$ cat src/rtl/uart_rx_buffered.sv
// Configurable UART receiver (5..9 data bits, optional parity, 1 or 2 stop bits)
// with glitch rejection, per-word parity/framing error tags and a first-word
// fall-through RX FIFO with sticky overrun detection.
module uart_rx_buffered #(
    parameter int unsigned BUS_CLK    = 10_000_000,
    parameter int unsigned BAUD       = 9_600,
    parameter int unsigned OVERSAMPLE = 8,
    parameter int unsigned DATA_BITS  = 8,
    parameter int unsigned PARITY     = 0,
    parameter int unsigned STOP_BITS  = 1,
    parameter int unsigned DEPTH      = 8
) (
    input  logic                         clk,
    input  logic                         rst_n,
    input  logic                         clk_en,
    input  logic                         rx,
    input  logic                         rd_en,
    output logic [DATA_BITS-1:0]         dout,
    output logic                         dout_perr,
    output logic                         dout_ferr,
    output logic                         empty,
    output logic                         full,
    output logic [$clog2(DEPTH+1)-1:0]   count,
    output logic                         busy,
    output logic                         recv,
    output logic                         overrun,
    input  logic                         overrun_clr
);

    localparam int unsigned AW    = $clog2(DEPTH);
    localparam int unsigned PW    = AW + 1;
    localparam int unsigned CNT_W = $clog2(DEPTH + 1);
    localparam int unsigned TW    = $clog2(OVERSAMPLE);
    localparam int unsigned EW    = DATA_BITS + 2;

    localparam logic [TW-1:0] HALF_LAST = TW'(OVERSAMPLE / 2 - 1);
    localparam logic [TW-1:0] FULL_LAST = TW'(OVERSAMPLE - 1);
    localparam logic [3:0]    DATA_LAST = 4'(DATA_BITS - 1);
    localparam logic [3:0]    STOP_LAST = 4'(STOP_BITS - 1);
    localparam logic          PAR_EXP   = (PARITY == 1);

    // Parameter sanity checks, resolved at elaboration
    if (BUS_CLK < BAUD * OVERSAMPLE) begin : g_chk_clk
        $error("BUS_CLK too slow for BAUD * OVERSAMPLE");
    end
    if ((OVERSAMPLE < 4) || (OVERSAMPLE % 2 != 0)) begin : g_chk_os
        $error("OVERSAMPLE must be even and >= 4");
    end
    if ((DATA_BITS < 5) || (DATA_BITS > 9)) begin : g_chk_db
        $error("DATA_BITS must be 5..9");
    end
    if ((PARITY > 2) || (STOP_BITS < 1) || (STOP_BITS > 2)) begin : g_chk_fmt
        $error("PARITY must be 0..2 and STOP_BITS 1..2");
    end
    if ((DEPTH < 2) || ((DEPTH & (DEPTH - 1)) != 0)) begin : g_chk_depth
        $error("DEPTH must be a power of 2 and >= 2");
    end

    typedef enum logic [2:0] {StIdle, StStart, StData, StParity, StStop} state_e;

    state_e               state_q, state_d;
    logic [TW-1:0]        tick_q, tick_d;
    logic [3:0]           bit_q, bit_d;
    logic [DATA_BITS-1:0] shift_q, shift_d;
    logic                 perr_q, perr_d;
    logic                 ferr_q, ferr_d;
    logic                 rx_meta, rx_sync;
    logic                 push_req;
    logic [EW-1:0]        push_entry;

    logic [EW-1:0]        mem [DEPTH];
    logic [PW-1:0]        wr_ptr_q, rd_ptr_q;
    logic [EW-1:0]        head;
    logic                 do_push, do_pop;
    logic                 overrun_q;

    // Two-flop synchroniser on the asynchronous line, preset to idle-high
    always_ff @(posedge clk or negedge rst_n) begin
        if (!rst_n) begin
            rx_meta <= 1'b1;
            rx_sync <= 1'b1;
        end else begin
            rx_meta <= rx;
            rx_sync <= rx_meta;
        end
    end

    // Receiver state and datapath registers
    always_ff @(posedge clk or negedge rst_n) begin
        if (!rst_n) begin
            state_q <= StIdle;
            tick_q  <= '0;
            bit_q   <= '0;
            shift_q <= '0;
            perr_q  <= 1'b0;
            ferr_q  <= 1'b0;
        end else begin
            state_q <= state_d;
            tick_q  <= tick_d;
            bit_q   <= bit_d;
            shift_q <= shift_d;
            perr_q  <= perr_d;
            ferr_q  <= ferr_d;
        end
    end

    // Receiver next-state: mid-bit sampling driven by the oversample tick
    always_comb begin
        state_d    = state_q;
        tick_d     = tick_q;
        bit_d      = bit_q;
        shift_d    = shift_q;
        perr_d     = perr_q;
        ferr_d     = ferr_q;
        push_req   = 1'b0;
        push_entry = '0;
        if (clk_en) begin
            unique case (state_q)
                StIdle: begin
                    if (!rx_sync) begin
                        state_d = StStart;
                        tick_d  = '0;
                    end
                end
                StStart: begin
                    if (tick_q == HALF_LAST) begin
                        tick_d = '0;
                        if (rx_sync) begin
                            // Start bit did not hold to mid-bit: treat as a glitch
                            state_d = StIdle;
                        end else begin
                            state_d = StData;
                            bit_d   = '0;
                            perr_d  = 1'b0;
                            ferr_d  = 1'b0;
                        end
                    end else begin
                        tick_d = tick_q + 1'b1;
                    end
                end
                StData: begin
                    if (tick_q == FULL_LAST) begin
                        tick_d  = '0;
                        shift_d = {rx_sync, shift_q[DATA_BITS-1:1]};
                        if (bit_q == DATA_LAST) begin
                            bit_d   = '0;
                            state_d = (PARITY != 0) ? StParity : StStop;
                        end else begin
                            bit_d = bit_q + 1'b1;
                        end
                    end else begin
                        tick_d = tick_q + 1'b1;
                    end
                end
                StParity: begin
                    if (tick_q == FULL_LAST) begin
                        tick_d  = '0;
                        perr_d  = ((^shift_q) ^ rx_sync) != PAR_EXP;
                        bit_d   = '0;
                        state_d = StStop;
                    end else begin
                        tick_d = tick_q + 1'b1;
                    end
                end
                StStop: begin
                    if (tick_q == FULL_LAST) begin
                        tick_d = '0;
                        ferr_d = ferr_q | ~rx_sync;
                        if (bit_q == STOP_LAST) begin
                            // Push without waiting out the stop bit so back-to-back frames work
                            push_req   = 1'b1;
                            push_entry = {perr_q, ferr_q | ~rx_sync, shift_q};
                            state_d    = StIdle;
                        end else begin
                            bit_d = bit_q + 1'b1;
                        end
                    end else begin
                        tick_d = tick_q + 1'b1;
                    end
                end
                default: state_d = StIdle;
            endcase
        end
    end

    assign busy = (state_q != StIdle);

    // FIFO status; a pop in the same cycle frees the slot for a push to a full FIFO
    assign empty   = (wr_ptr_q == rd_ptr_q);
    assign full    = (wr_ptr_q[AW] != rd_ptr_q[AW]) && (wr_ptr_q[AW-1:0] == rd_ptr_q[AW-1:0]);
    assign count   = CNT_W'(wr_ptr_q - rd_ptr_q);
    assign do_pop  = rd_en && !empty;
    assign do_push = push_req && (!full || do_pop);
    assign recv    = do_push;

    // FIFO pointers, flushed by reset
    always_ff @(posedge clk or negedge rst_n) begin
        if (!rst_n) begin
            wr_ptr_q <= '0;
            rd_ptr_q <= '0;
        end else begin
            if (do_push) wr_ptr_q <= wr_ptr_q + 1'b1;
            if (do_pop)  rd_ptr_q <= rd_ptr_q + 1'b1;
        end
    end

    // FIFO storage; contents are don't-care until written
    always_ff @(posedge clk) begin
        if (do_push) mem[wr_ptr_q[AW-1:0]] <= push_entry;
    end

    // Sticky overrun; a drop in the same cycle as a clear wins
    always_ff @(posedge clk or negedge rst_n) begin
        if (!rst_n) begin
            overrun_q <= 1'b0;
        end else if (push_req && full && !do_pop) begin
            overrun_q <= 1'b1;
        end else if (overrun_clr) begin
            overrun_q <= 1'b0;
        end
    end

    assign overrun = overrun_q;

    // Head outputs are forced to zero while empty so they are stable and reset-clean
    assign head      = mem[rd_ptr_q[AW-1:0]];
    assign dout      = empty ? '0 : head[DATA_BITS-1:0];
    assign dout_ferr = empty ? 1'b0 : head[EW-2];
    assign dout_perr = empty ? 1'b0 : head[EW-1];

endmodule
$ cat config.mk
export PLATFORM = sky130hd
export DESIGN_NAME = uart_rx_buffered
export DESIGN_NICKNAME = d
export VERILOG_FILES = /design/src/rtl/uart_rx_buffered.sv
export SDC_FILE = /design/constraint.sdc
export NUM_CORES = 1
export LEC_CHECK = 0
export ABC_AREA = 1
export CAP_MARGIN = 20
export CELL_PAD_IN_SITES_DETAIL_PLACEMENT = 1
export CELL_PAD_IN_SITES_GLOBAL_PLACEMENT = 2
export CORE_MARGIN = 10
export CORE_UTILIZATION = 42
export DETAILED_ROUTE_END_ITERATION = 10
export GPL_ROUTABILITY_DRIVEN = 0
export MAX_ROUTING_LAYER = met4
export PLACE_DENSITY_LB_ADDON = 0.15
export SYNTH_ARGS = -nofsm -noshare
export SYNTH_HDL_FRONTEND = slang
export SYNTH_SLANG_ARGS = --single-unit
$ cat constraint.sdc
create_clock -name clk -period 5.11 [get_ports clk]
set_input_delay 0.7665 -clock clk [delete_from_list [all_inputs] [get_ports clk]]
set_output_delay 0.7665 -clock clk [all_outputs]
set_load 0.02 [all_outputs]
==> impl_metrics.yaml <==
synth:
  synth_area_um2: 5092
  synth_area_leaders: "edfxtp_1 (47%), dfrtp_1 (14%), o21ai_0 (6.8%)"
  synth_seq_cells: 111
  syn-instance-count: 511
  yosysWarnings: 0
  synth_nets: 529
  syn_avg_cell_area_um2: 9.966
  yosysTopAreaCell: "edfxtp_1"
  seq_area_frac_synth: 0.6246
  ys_types: 28
  synth_top_area_frac: 0.4717
setup_path:
  path_max_fanout: 14
  path_class: "reg2out"
  worstSetupEndpointType: "output port"
  critPathLaunchType: "flip-flop"
  arrival_ns: 3.19
  crit_slowest_cell: "clkdlybuf4s50_1"
  crit_family: "buffers and inverters"
  crit_chain: "inv_1, ha_1, nand2_1, nor2_1, nand2_1, o21ai_0, nor2_1, clkdlybuf4s50_1"
  crit_path_max_incr_delay_ns: 0.62
  crit_buf_inv: 2
  worstPathRequired_ns: 4.34
placement:
  dp_hpwl_mm: 8.446
  placed_cell_area_um2: 5549
  io_buffer_count: 24
routing:
  post_drt_wl_per_cell_um: 17.94
  first_pass_iters: 5
  viasPerCell: 5.291
  drc: 0
  drt-initial-drc-count: 222
  wl_mm: 12.45
  ant_nets: 0
  num_vias: 3672
power_and_ir_drop:
  p_per_area_nw_per_um2: 506.0
  peakVddDrop_v: 0.0002444
  power.leakage_nw: 2.281
clock_tree:
  cts_buffers: 9
  htree_levels: 3
  clkLatencyLatePin_ns: 0.35
  hold_buffers: 0
  clk_pin_slew_ns: 0.07
  post_cts_buffers: 0
  ctsResizeCount: 0
  cts_tree: "built"
  clock_sinks: 111
  clock_path_buffers: 2
  root_buffer: "clkbuf_16"
floorplanning:
  core-area_um2: 11960
  start_util: 0.4257
  die_w_um: 130.1
  fp-row-count: 40
  io_pins: 25
  die_area_um2: 16930
  die_y_um: 130.1
timing:
  tns_ns: 0
  rsz0062_at_grt: "false"
  fmax_mhz: 252.6
  finalSetupViolations: 0
  fin_crit_sh: 0.7748
  worstMarginPinSlew_ns: 0.7306
  finalHoldViolCount: 0
  slew_violations: 0
  slew_headroom: 0.5130
  period_minus_slack_ns: 3.959
  clock_skew_ns: 0.008837
global_routing:
  grt_antenna_before_repair: 0
  grt_pass1_wl_mm: 20.18
  grt_remaining_overflow: 0
  grt_pass1_vias: 3879
  grt_max_degree: 42
  gr-usage-all-layers: 0.1594
layout:
  antennaDiodeCount: 0
  areaGrowthSynthToFinish_pct: 14.52
  nets: 560
  finalInstanceArea_um2: 5832
  final_cell_mix: "nor2_1 (91), nand2_1 (87), edfxtp_1 (80)"
  drive_gt1_frac: 0.07495
  final_common_cell: "nor2_1"
hold_path:
  hold_class: "reg2reg"
status:
  outcome: "completed"
flow_run:
  cap_viol_max_count: 0
[layer usage]
metal | global-route usage | wire [um]
met3 | 0.02231 | 430
met4 | 0.05489 | 150
met1 | 0.1834 | 5398
met2 | 0.2791 | 6471
met5 | - | 0
[worst paths after layout]
path,depth (start not counted),endpoint,slack [ns],start
max,8,dout[3],1.15,rd_ptr_q[2]$_DFFE_PN0P_
min,0,rx_sync$_DFF_PN1_,0.36,rx_meta$_DFF_PN1_
max reg2reg,10,mem[2][1]$_DFFE_PP_,2.37,rd_ptr_q[2]$_DFFE_PN0P_
min reg2reg,0,rx_sync$_DFF_PN1_,0.36,rx_meta$_DFF_PN1_
max in group asynchronous,2,rx_sync$_DFF_PN1_,3.94,rst_n
min in group asynchronous,2,tick_q[1]$_DFFE_PN0P_,0.83,rst_n
[synth_stat cells]
library cell,n
nand2_2,3
nand2_1,87
dfrtp_1,29
o21ai_2,1
xnor2_1,6
o211ai_1,1
xor2_1,5
buf_2,1
a21oi_4,1
o21ai_0,69
inv_1,45
a21oi_1,8
nand2_4,1
o22ai_1,21
nor2_1,91
dfstp_2,2
nor2_2,1
ha_1,11
inv_2,2
buf_1,1
nand3_1,14
clkbuf_1,15
fa_1,1
nor3_1,10
o21ai_1,2
nor3_2,1
edfxtp_1,80
nor2_4,2
[state kept, by name (all words and copies together) (netlist names), 3 cells and up]
| register | flops |
|---|---|
| state_q | 3 |
| shift_q | 8 |
| rd_ptr_q | 4 |
| bit_q | 4 |
| wr_ptr_q | 4 |
| tick_q | 3 |
| mem | 80 |
[where the power goes]
part	internal (mW)	switching, mW	total, mW	leakage, nW
clock	0.377	0.306	0.683	0.143
sequential	0.997	0.0527	1.05	1.13
combinational	0.453	0.765	1.22	1.00
[kinds of logic after synthesis]
| family | share of synthesized area |
|---|---|
| flops | 0.6246 |
| fa+ha+maj | 0.03096 |
| buf+inv | 0.04742 |
| xor+xnor | 0.01892 |
| compound gates | 0.1098 |
| simple gates | 0.1683 |
[cell type report]
type	instances	area, um2
well taps	147	183.9
fillers	1344	6130
clock buffers	11	232.7
clock inverters	5	50.05
inverters	47	176.4
repair buffers	37	337.8
multi-input cells	336	1670
flip-flops and latches	111	3181
[per-stage QoR]
step | power, mW | utilization | hold WS, ns | cells | worst slack, ns
5_1_grt | 3.136 | 0.4876 | 0.3609 | 694 | 0.8464
3_5_place_dp | 2.297 | 0.4639 | 0.3493 | 678 | 1.503
4_1_cts | 2.984 | 0.4876 | 0.3593 | 694 | 1.102
6_report | 2.951 | 0.4876 | 0.3575 | 694 | 1.151
3_3_place_gp | 2.266 | 0.4639 | 0.3482 | 678 | 1.723
2_1_floorplan | 1.811 | - | 0.3452 | 511 | 2.215
Note: power is estimated with default switching activity, not from simulation.
